===== src/rtl/fp32_pkg.sv =====
// rtl/fp32_pkg.sv - shared FP32 types, constants and divider state encodings
package fp32_pkg;

    typedef struct packed {
        logic        sign;
        logic [7:0]  exp;
        logic [22:0] man;
    } fp32_t;

    localparam int          FP32_BIAS    = 127;
    localparam logic [31:0] FP32_QNAN    = 32'h7FC0_0000;
    localparam logic [7:0]  FP32_INF_EXP = 8'hFF;

    // Quotient bits developed per operation (24 mantissa + guard + one for normalisation)
    localparam int QBITS   = 26;
    // Accepting edge to out_valid: QBITS divide cycles plus one rounding cycle
    localparam int LATENCY = QBITS + 1;

    typedef enum logic [1:0] {IDLE, DIVIDE, ROUND, DONE} div_state_e;
    typedef enum logic [1:0] {SP_NONE, SP_NAN, SP_INF, SP_ZERO} special_e;

endpackage


===== src/rtl/fp32_div_iter_if.sv =====
// rtl/fp32_div_iter_if.sv - operand/result handshake bundle for the FP32 divider
interface fp32_div_iter_if;
    logic        in_valid;
    logic        in_ready;
    logic [31:0] div1;
    logic [31:0] div2;
    logic        out_valid;
    logic        out_ready;
    logic [31:0] quotient;
    logic [3:0]  flags;

    modport master (
        output in_valid, div1, div2, out_ready,
        input  in_ready, out_valid, quotient, flags
    );

    modport slave (
        input  in_valid, div1, div2, out_ready,
        output in_ready, out_valid, quotient, flags
    );
endinterface


===== src/rtl/fp32_div_special.sv =====
// rtl/fp32_div_special.sv - classifies divide operands into special-case results
module fp32_div_special
    import fp32_pkg::*;
(
    input  logic [7:0]  a_exp,
    input  logic [22:0] a_man,
    input  logic [7:0]  b_exp,
    input  logic [22:0] b_man,
    output special_e    sp,
    output logic        invalid,
    output logic        div_by_zero
);

    logic a_nan, a_inf, a_zero, b_nan, b_inf, b_zero;

    // Denormals (exp==0) are classed as zero
    always_comb begin
        a_nan  = (a_exp == FP32_INF_EXP) && (a_man != '0);
        a_inf  = (a_exp == FP32_INF_EXP) && (a_man == '0);
        a_zero = (a_exp == 8'h00);
        b_nan  = (b_exp == FP32_INF_EXP) && (b_man != '0);
        b_inf  = (b_exp == FP32_INF_EXP) && (b_man == '0);
        b_zero = (b_exp == 8'h00);
    end

    // Priority: NaN-producing cases, inf dividend, divide by zero, zero result
    always_comb begin
        sp          = SP_NONE;
        invalid     = 1'b0;
        div_by_zero = 1'b0;
        if (a_nan || b_nan || (a_zero && b_zero) || (a_inf && b_inf)) begin
            sp      = SP_NAN;
            invalid = 1'b1;
        end else if (a_inf) begin
            sp = SP_INF;
        end else if (b_zero) begin
            sp          = SP_INF;
            div_by_zero = 1'b1;
        end else if (a_zero || b_inf) begin
            sp = SP_ZERO;
        end
    end

endmodule


===== src/rtl/fp32_div_iter.sv =====
// rtl/fp32_div_iter.sv - iterative radix-2 restoring FP32 divider, one quotient bit per clock
module fp32_div_iter
    import fp32_pkg::*;
(
    input  logic              clk,
    input  logic              rst,
    fp32_div_iter_if.slave    bus
);

    div_state_e       state, state_nxt;
    logic [4:0]       cnt;
    logic             sign_r, inv_r, dbz_r;
    special_e         sp_r;
    logic [23:0]      m2_r;
    logic [24:0]      rem_r;
    logic [25:0]      q_r;
    logic signed [9:0] exp_r;
    logic [31:0]      quot_r;
    logic [3:0]       flags_r;

    fp32_t            a, b;
    special_e         sp_in;
    logic             inv_in, dbz_in;
    logic signed [9:0] exp_in;

    logic             ge;
    logic [24:0]      rem_diff;

    logic [23:0]      man_pre;
    logic [22:0]      man_rnd;
    logic             guard, sticky, inc, carry;
    logic signed [9:0] exp_adj, exp_fin;
    logic [31:0]      res_q;
    logic [3:0]       res_f;

    assign a = bus.div1;
    assign b = bus.div2;

    fp32_div_special u_special (
        .a_exp       (a.exp),
        .a_man       (a.man),
        .b_exp       (b.exp),
        .b_man       (b.man),
        .sp          (sp_in),
        .invalid     (inv_in),
        .div_by_zero (dbz_in)
    );

    // Biased exponent difference, kept signed so over/underflow show up after rounding
    always_comb begin
        exp_in = $signed({2'b00, a.exp}) - $signed({2'b00, b.exp}) + 10'(FP32_BIAS);
    end

    // One restoring step: subtract the divisor when it fits
    always_comb begin
        ge       = (rem_r >= {1'b0, m2_r});
        rem_diff = ge ? (rem_r - {1'b0, m2_r}) : rem_r;
    end

    // Normalise, round to nearest even and form the packed result
    always_comb begin
        if (q_r[25]) begin
            man_pre = q_r[25:2];
            guard   = q_r[1];
            sticky  = q_r[0] | (rem_r != '0);
            exp_adj = exp_r;
        end else begin
            man_pre = q_r[24:1];
            guard   = q_r[0];
            sticky  = (rem_r != '0);
            exp_adj = exp_r - 10'sd1;
        end
        inc     = guard && (sticky || man_pre[0]);
        carry   = inc && (&man_pre);
        man_rnd = man_pre[22:0] + {22'd0, inc};
        exp_fin = carry ? (exp_adj + 10'sd1) : exp_adj;

        res_q = '0;
        res_f = '0;
        case (sp_r)
            SP_NAN: begin
                res_q = FP32_QNAN;
                res_f = {inv_r, 3'b000};
            end
            SP_INF: begin
                res_q = {sign_r, FP32_INF_EXP, 23'd0};
                res_f = {1'b0, dbz_r, 2'b00};
            end
            SP_ZERO: begin
                res_q = {sign_r, 31'd0};
            end
            default: begin
                if (exp_fin >= 10'sd255) begin
                    res_q = {sign_r, FP32_INF_EXP, 23'd0};
                    res_f = 4'b0010;
                end else if (exp_fin <= 10'sd0) begin
                    res_q = {sign_r, 31'd0};
                    res_f = 4'b0001;
                end else begin
                    res_q = {sign_r, exp_fin[7:0], man_rnd};
                end
            end
        endcase
    end

    // State register
    always_ff @(posedge clk) begin
        if (rst) state <= IDLE;
        else     state <= state_nxt;
    end

    // Next-state logic
    always_comb begin
        state_nxt = state;
        case (state)
            IDLE:    if (bus.in_valid)           state_nxt = DIVIDE;
            DIVIDE:  if (cnt == 5'(QBITS - 1))   state_nxt = ROUND;
            ROUND:                               state_nxt = DONE;
            DONE:    if (bus.out_ready)          state_nxt = IDLE;
            default:                             state_nxt = IDLE;
        endcase
    end

    // Handshake outputs decoded from state
    always_comb begin
        bus.in_ready  = (state == IDLE);
        bus.out_valid = (state == DONE);
        bus.quotient  = quot_r;
        bus.flags     = flags_r;
    end

    // Operand capture, quotient iteration and result register
    always_ff @(posedge clk) begin
        if (rst) begin
            cnt     <= '0;
            sign_r  <= 1'b0;
            inv_r   <= 1'b0;
            dbz_r   <= 1'b0;
            sp_r    <= SP_NONE;
            m2_r    <= '0;
            rem_r   <= '0;
            q_r     <= '0;
            exp_r   <= '0;
            quot_r  <= '0;
            flags_r <= '0;
        end else begin
            case (state)
                IDLE: if (bus.in_valid) begin
                    cnt    <= '0;
                    sign_r <= a.sign ^ b.sign;
                    sp_r   <= sp_in;
                    inv_r  <= inv_in;
                    dbz_r  <= dbz_in;
                    m2_r   <= {b.exp != 8'h00, b.man};
                    rem_r  <= {1'b0, a.exp != 8'h00, a.man};
                    q_r    <= '0;
                    exp_r  <= exp_in;
                end
                DIVIDE: begin
                    cnt   <= cnt + 5'd1;
                    q_r   <= {q_r[24:0], ge};
                    rem_r <= rem_diff << 1;
                end
                ROUND: begin
                    quot_r  <= res_q;
                    flags_r <= res_f;
                end
                default: ;
            endcase
        end
    end

endmodule

===== src/flat_wrapper.sv =====
// flat-port wrapper written by rule: the top's interface ports become plain ports
module fp32_div_iter_flat import fp32_pkg::*;
  (clk, rst, bus_in_valid, bus_div1, bus_div2, bus_out_ready, bus_in_ready, bus_out_valid, bus_quotient, bus_flags);
  fp32_div_iter_if bus_i ();
  input  logic clk;
  input  logic rst;
  input wire logic [$bits(bus_i.in_valid)-1:0] bus_in_valid;
  input wire logic [$bits(bus_i.div1)-1:0] bus_div1;
  input wire logic [$bits(bus_i.div2)-1:0] bus_div2;
  input wire logic [$bits(bus_i.out_ready)-1:0] bus_out_ready;
  output wire logic [$bits(bus_i.in_ready)-1:0] bus_in_ready;
  output wire logic [$bits(bus_i.out_valid)-1:0] bus_out_valid;
  output wire logic [$bits(bus_i.quotient)-1:0] bus_quotient;
  output wire logic [$bits(bus_i.flags)-1:0] bus_flags;
  assign bus_i.in_valid = bus_in_valid;
  assign bus_i.div1 = bus_div1;
  assign bus_i.div2 = bus_div2;
  assign bus_i.out_ready = bus_out_ready;
  assign bus_in_ready = bus_i.in_ready;
  assign bus_out_valid = bus_i.out_valid;
  assign bus_quotient = bus_i.quotient;
  assign bus_flags = bus_i.flags;
  fp32_div_iter u_core (.clk(clk), .rst(rst), .bus(bus_i));
endmodule

===== config.mk =====
export PLATFORM = sky130hd
export DESIGN_NAME = fp32_div_iter_flat
export DESIGN_NICKNAME = d
export VERILOG_FILES = /design/src/rtl/fp32_pkg.sv /design/src/rtl/fp32_div_iter_if.sv /design/src/rtl/fp32_div_special.sv /design/src/rtl/fp32_div_iter.sv /design/src/flat_wrapper.sv
export SDC_FILE = /design/constraint.sdc
export NUM_CORES = 1
export LEC_CHECK = 0
export ABC_CLOCK_PERIOD_IN_PS = 6000
export CAP_MARGIN = 20
export CORE_MARGIN = 4
export CORE_UTILIZATION = 55
export DETAILED_ROUTE_END_ITERATION = 6
export PLACE_DENSITY = 0.81
export SETUP_SLACK_MARGIN = 0.4
export SLEW_MARGIN = 20
export SYNTH_ARGS = -nofsm -noshare
export SYNTH_HDL_FRONTEND = slang
export SYNTH_HIERARCHICAL = 1
export SYNTH_SLANG_ARGS = --single-unit
export TNS_END_PERCENT = 5

===== constraint.sdc =====
create_clock -name clk -period 6 [get_ports clk]
set_clock_uncertainty 0.05 [all_clocks]
set_input_delay 1.2 -clock clk [delete_from_list [all_inputs] [get_ports clk]]
set_output_delay 1.2 -clock clk [all_outputs]
set_load 0.02 [all_outputs]

# Word level (Yosys, flattened, before mapping)
# Index checks and enable logic that the tools add are counted.
dict set report totals {
  register_bits 133
  in_bits 68
  out_inout_bits 38
  word_cells 94
}
dict set report classes {
  add_sub_neg 7
  n_lt_le_gt_ge 3
  n_eq_ne 12
  mux 30
  bitwise 2
  n_reduce_logical 28
}
# operator n
set ops {}
lappend ops {{one-hot mux 32 bit (3 select lines)} 1}
lappend ops {{2-to-1 mux 31 bit} 2}
lappend ops {{one-hot mux 26 bit (2 select lines)} 1}
lappend ops {{one-hot mux 25 bit (2 select lines)} 1}
lappend ops {{2-to-1 mux 24 bit} 2}
lappend ops {{zero test 23 bit} 2}
lappend ops {{nonzero test 23 bit} 2}
lappend ops {{2-to-1 mux 26 bit} 1}
lappend ops {{>= comparator 25 x 24 -> 1 bit} 1}
lappend ops {{2-to-1 mux 25 bit} 1}
lappend ops {{nonzero test 25 bit} 1}
lappend ops {{AND reduction 24 bit} 1}
lappend ops {{subtractor 24 bit} 1}
lappend ops {{adder 23 x 1 -> 23 bit} 1}
lappend ops {{2-to-1 mux 10 bit} 2}
lappend ops {{equality test 8 bit (second input constant)} 2}
lappend ops {{zero test 8 bit} 2}
lappend ops {{nonzero test 8 bit} 2}
lappend ops {{2-to-1 mux 2 bit} 7}
lappend ops {{one-hot mux 4 bit (3 select lines)} 1}
lappend ops {{adder 10 x 2 -> 10 bit (second input constant)} 1}
lappend ops {{adder 10 x 8 -> 10 bit (second input constant)} 1}
lappend ops {{>= comparator 10 x 9 -> 1 bit (second input constant)} 1}
lappend ops {{less-or-equal comparator 10 x 1 -> 1 bit (second input constant)} 1}
lappend ops {{21 further kinds} 44}

# Logic depth before layout (Yosys ltp)
dict set report logic_depth {
  ltp_word 11
  depth_mapped 18
  mapped_depth_nobuf 13
}

# By module
# The synthesis kept the hierarchy.
# mod instances cells_each area_per_inst_um2
set modules_own_cells {}
lappend modules_own_cells {fp32_div_iter 1 1136 8790.9}
lappend modules_own_cells {fp32_div_special 1 37 242.7}

# Worst setup path before layout
# OpenSTA, ideal clock, no wires.
dict set report synth_path {
  kind {flip-flop to flip-flop}
  start {register u_core.q_r[25]}
  end {register u_core.quot_r[18], in the netlist u_core/bus.quotient[18]}
  arrival_time_ns 4.125
  t_required_ns 5.891
  setup_slack_ns 1.766
  path_stages_with_launch 18
  period_less_slack_ns 4.234
  path_cell_list {dfxtp_1 buf_6 clkbuf_1 clkbuf_1 clkbuf_1 clkbuf_1 nand2_1 a21boi_0 ha_1 nand2_1 a2111oi_0 nand2_1 nor2_1 and3_1 a21oi_1 a32o_1 nor2_1 a22o_1}
}
dict set report synth_between {
  elab_chain_cells 9
}
# item line
set synth_lines {}
lappend synth_lines {{start, declared} fp32_div_iter.sv:16} ;# logic [25:0] q_r;
lappend synth_lines {{start signal, assigned} fp32_div_iter.sv:161} ;# q_r <= {q_r[24:0], ge};
lappend synth_lines {{parallel branches: the longest is 7 deep, another holds adder 10 x 2 -> 10 bit} -}
lappend synth_lines {{2-to-1 mux 31 bit (*)} fp32_div_iter.sv:93} ;# if (exp_fin >= 10'sd255) begin
lappend synth_lines {{one-hot mux 32 bit (3 select lines) (*)} fp32_div_iter.sv:80} ;# case (sp_r)
lappend synth_lines {{end signal, assigned} fp32_div_iter.sv:165} ;# quot_r <= res_q;
lappend synth_lines {{end, declared} fp32_div_iter.sv:18} ;# logic [31:0] quot_r;
# Every way passes the cells marked *.
# A chain may end at the register's enable or synchronous reset.

# Worst setup path in the final report
dict set report layout_path {
  start {register u_core.q_r[25]}
  end {register u_core.quot_r[8], in the netlist u_core/bus.quotient[8]}
}
# The elaborated chain is that of the path after synthesis.

==> flow_summary.json <==
{
  "status": "finished clean",
  "async_flop_share_pct": 0,
  "diodes": 0,
  "crit_chain": "buf_4, clkinv_1, mux2i_1, ha_1, inv_1, o41ai_1, a211oi_1, a31oi_2, nor4_2, nor3_4, a32o_1",
  "clk_transition_reported_paths_ns": 0.06,
  "port-buffer-count": 105,
  "grt_pass1_wl_microns": 40800,
  "regArea_sq_um": 2660,
  "grt_max_degree": 85,
  "vias": 8946,
  "max-clock-path-buffers": 2,
  "ir_worst_vdd_uv": 328,
  "multiInputGateArea_sq_um": 5790,
  "synthCells": 1173,
  "cp.required_ns": 6.32,
  "critPathBufInv": 3,
  "p_clk_share_pct": 18.9,
  "worst_pin_slew_ns": 1.14,
  "p_comb_share_pct": 58.4,
  "switchingPower_uw": 2470,
  "place_ws_ns": 1.83,
  "power_density_nw_per_um2": 498,
  "worstPathArrival_ns": 4.58,
  "wire_per_inst_microns": 16.9,
  "endpoint_kind": "flip-flop",
  "fin_area_sq_um": 10700,
  "wirelength_microns": 24700,
  "max_slew_margin_pct": 23.7,
  "crit_fanout": 41,
  "first_pass_iters": 6,
  "fin_tns_setup_ns": 0,
  "synthMuxAreaShare_pct": 2.41,
  "synth_xor_area_share_pct": 5.76,
  "drtIter0Drc": 741,
  "routabilityCongestion": 0.982,
  "fmax_mhz": 235,
  "crit_path_start_kind": "flip-flop",
  "path_class": "reg -> reg",
  "cts.sinks": 133,
  "chipHeight_microns": 136,
  "ys_ff_latch": 133,
  "cts_buffers": 17,
  "cts_setup_buffers": 0,
  "fin_crit_ns": 4.26,
  "slew_violations": 0,
  "rsz0062_at_grt": "false",
  "final_cell_mix": "nand2_1, dfxtp_1, clkdlybuf4s50_1",
  "min_path_type": "reg -> reg",
  "crit_family": "compound AO/OA/AOI/OAI gates",
  "pin_count": 106,
  "initial_core_util_pct": 56.5,
  "yosysUniqueCellTypes": 77,
  "drc_errors": 0,
  "avgViaCountPerCell": 6.13,
  "finalPower_uw": 5320,
  "fp.dieW_microns": 136,
  "synth_compound_area_share_pct": 25.3,
  "clock-root-buffer": "clkbuf_16",
  "antenna_left": 0,
  "cts-resized-gates": 0,
  "cpMaxStageDelayCell": "nor3_4",
  "synthSimpleGateAreaFrac_pct": 23.8,
  "grt_pass1_vias": 8260,
  "seq_power_share_pct": 22.7,
  "antenna_found_initial": 0,
  "postPlaceCellArea_sq_um": 10100,
  "grt_usage_pct": 27.0,
  "n_fill_cell": 1421,
  "clk_latency_ns": 0.43,
  "drive_gt1_share_pct": 5.31,
  "grt_overflow": 0,
  "layout_worst_path_cycle_share_pct": 71.1,
  "critPathMaxStageDelay_ns": 0.68,
  "p_leak_uw": 0.00396,
  "synthesis.area_sq_um": 9030,
  "seq_area_frac_synth_pct": 29.5,
  "power.share.switching_pct": 46.5,
  "nets": 1347,
  "ys.flop_type": "dfxtp_1",
  "h-tree-depth": 4,
  "cap_violations": 0,
  "synth-edff-count": 0,
  "rows": 46,
  "syn-num-nets": 1289,
  "dieArea_sq_um": 18500,
  "hpwlAfterDp_microns": 18100,
  "finalHoldViolations": 0,
  "p_int_uw": 2840,
  "synthToLayoutAreaGrowth_pct": 18.2,
  "holdBufCountCts": 0,
  "synth_top_family_by_area": "compound AO/OA/AOI/OAI gates",
  "core_sq_um": 16000,
  "finalWorstSetupSlack_ns": 1.74,
  "cts_tree": "yes",
  "synth-adder-area-share_pct": 6.81,
  "avgSynthCellArea_sq_um": 7.70,
  "final_common_cell": "nand2_1",
  "finalSetupViolations": 0,
  "ys_warn_count": 6
}
[synth_stat cells, types with 11 or more instances]
cell,n,area [sq um]
a22oi_1,35,263
and2_1,14,87.6
a21o_1,15,113
a31oi_1,14,87.6
nand2_1,133,499
nor3_1,32,160
mux2i_1,15,150
a211oi_1,27,203
a22o_1,21,184
dfxtp_1,133,2660
nand2b_1,11,68.8
ha_1,46,576
o21ai_0,43,215
xor2_1,23,201
a21oi_1,85,425
nand4_1,19,119
nand3_1,32,160
clkbuf_1,65,244
nor2_1,99,372
inv_1,67,251
a311oi_1,12,105
xnor2_1,32,280
nor4_1,23,144
and3_1,15,93.8
nor2b_1,12,75.1
[path summary, 6_finish.rpt]
kind	from	to	slack [ns]	cells past startpoint
worst min register to register	u_core/m2_r[10]	u_core/m2_r[10]	0.40	2
worst min-delay path	u_core/m2_r[10]	u_core/m2_r[10]	0.40	2
worst max register to register	u_core/q_r[25]	u_core/bus.quotient[8]	1.74	11
worst max-delay path	u_core/q_r[25]	u_core/bus.quotient[8]	1.74	11
[area by class of cell]
cell class                      instances  area share [%]
Clock buffer                           19            4.05
Clock inverter                         12            1.23
Sequential cell                       133            24.9
Timing Repair Buffer                  116            10.6
Multi-Input combinational cell        894            54.3
Inverter                               69            2.43
Tap cell                              216            2.53
[worst register-to-register path: stages (launching register included)]
cell and delay [ns]:
dfxtp_2 0.62, buf_4 0.47, clkinv_1 0.37, mux2i_1 0.34, ha_1 0.36, inv_1 0.14, o41ai_1 0.41, a211oi_1 0.15
a31oi_2 0.24, nor4_2 0.10, nor3_4 0.68, a32o_1 0.28
[state kept, by name, summed over array words and instances, names as in the netlist]
signal / count
u_core/bus.quotient: 32
u_core/q_r: 26
u_core/rem_r: 25
u_core/m2_r: 24
u_core/exp_r: 10
u_core/cnt: 5
u_core/bus.flags: 4
u_core/sp_r: 2
u_core/state: 2
u_core/dbz_r: 1
u_core/inv_r: 1
u_core/sign_r: 1
[logic make-up (layout without fill, tap and decap cells)]
| logic type | count (synthesis) | in the layout |
|---|---|---|
| mux | 21 | 21 |
| flops | 133 | 133 |
| simple gates | 432 | 432 |
| xor+xnor | 57 | 57 |
| buf+inv | 146 | 216 |
| compound gates | 336 | 336 |
| fa+ha+maj | 48 | 48 |
[per-stage QoR]
step / hold WS [ns] / instances / util [%]
floorplan: 0.386 / 1173 / -
global placement: 0.394 / 1428 / 63.2
detailed placement: 0.399 / 1428 / 63.2
CTS: 0.407 / 1459 / 66.8
global route: 0.430 / 1459 / 66.8
finish: 0.405 / 1459 / 66.8
[routing by layer]
| layer | routed length, microns | vias up | track usage, % |
|---|---|---|---|
| met5 | 0 | - | 0 |
| met4 | 548 | 0 | 9.46 |
| met3 | 1450 | 40 | 4.52 |
| met2 | 11700 | 312 | 44.8 |
| met1 | 11000 | 4197 | 35.4 |
| li1 | - | 4397 | - |
[power groups by stage]
stage	sequential (uW)	combinational (uW)	clock, uW
finish	1210	3100	1010
global route	1230	3430	1060
CTS	1200	3050	1020
detailed placement	1220	3010	0
global placement	1210	2970	0
floorplan	1190	2330	0
(Power assumes the default switching activity.)
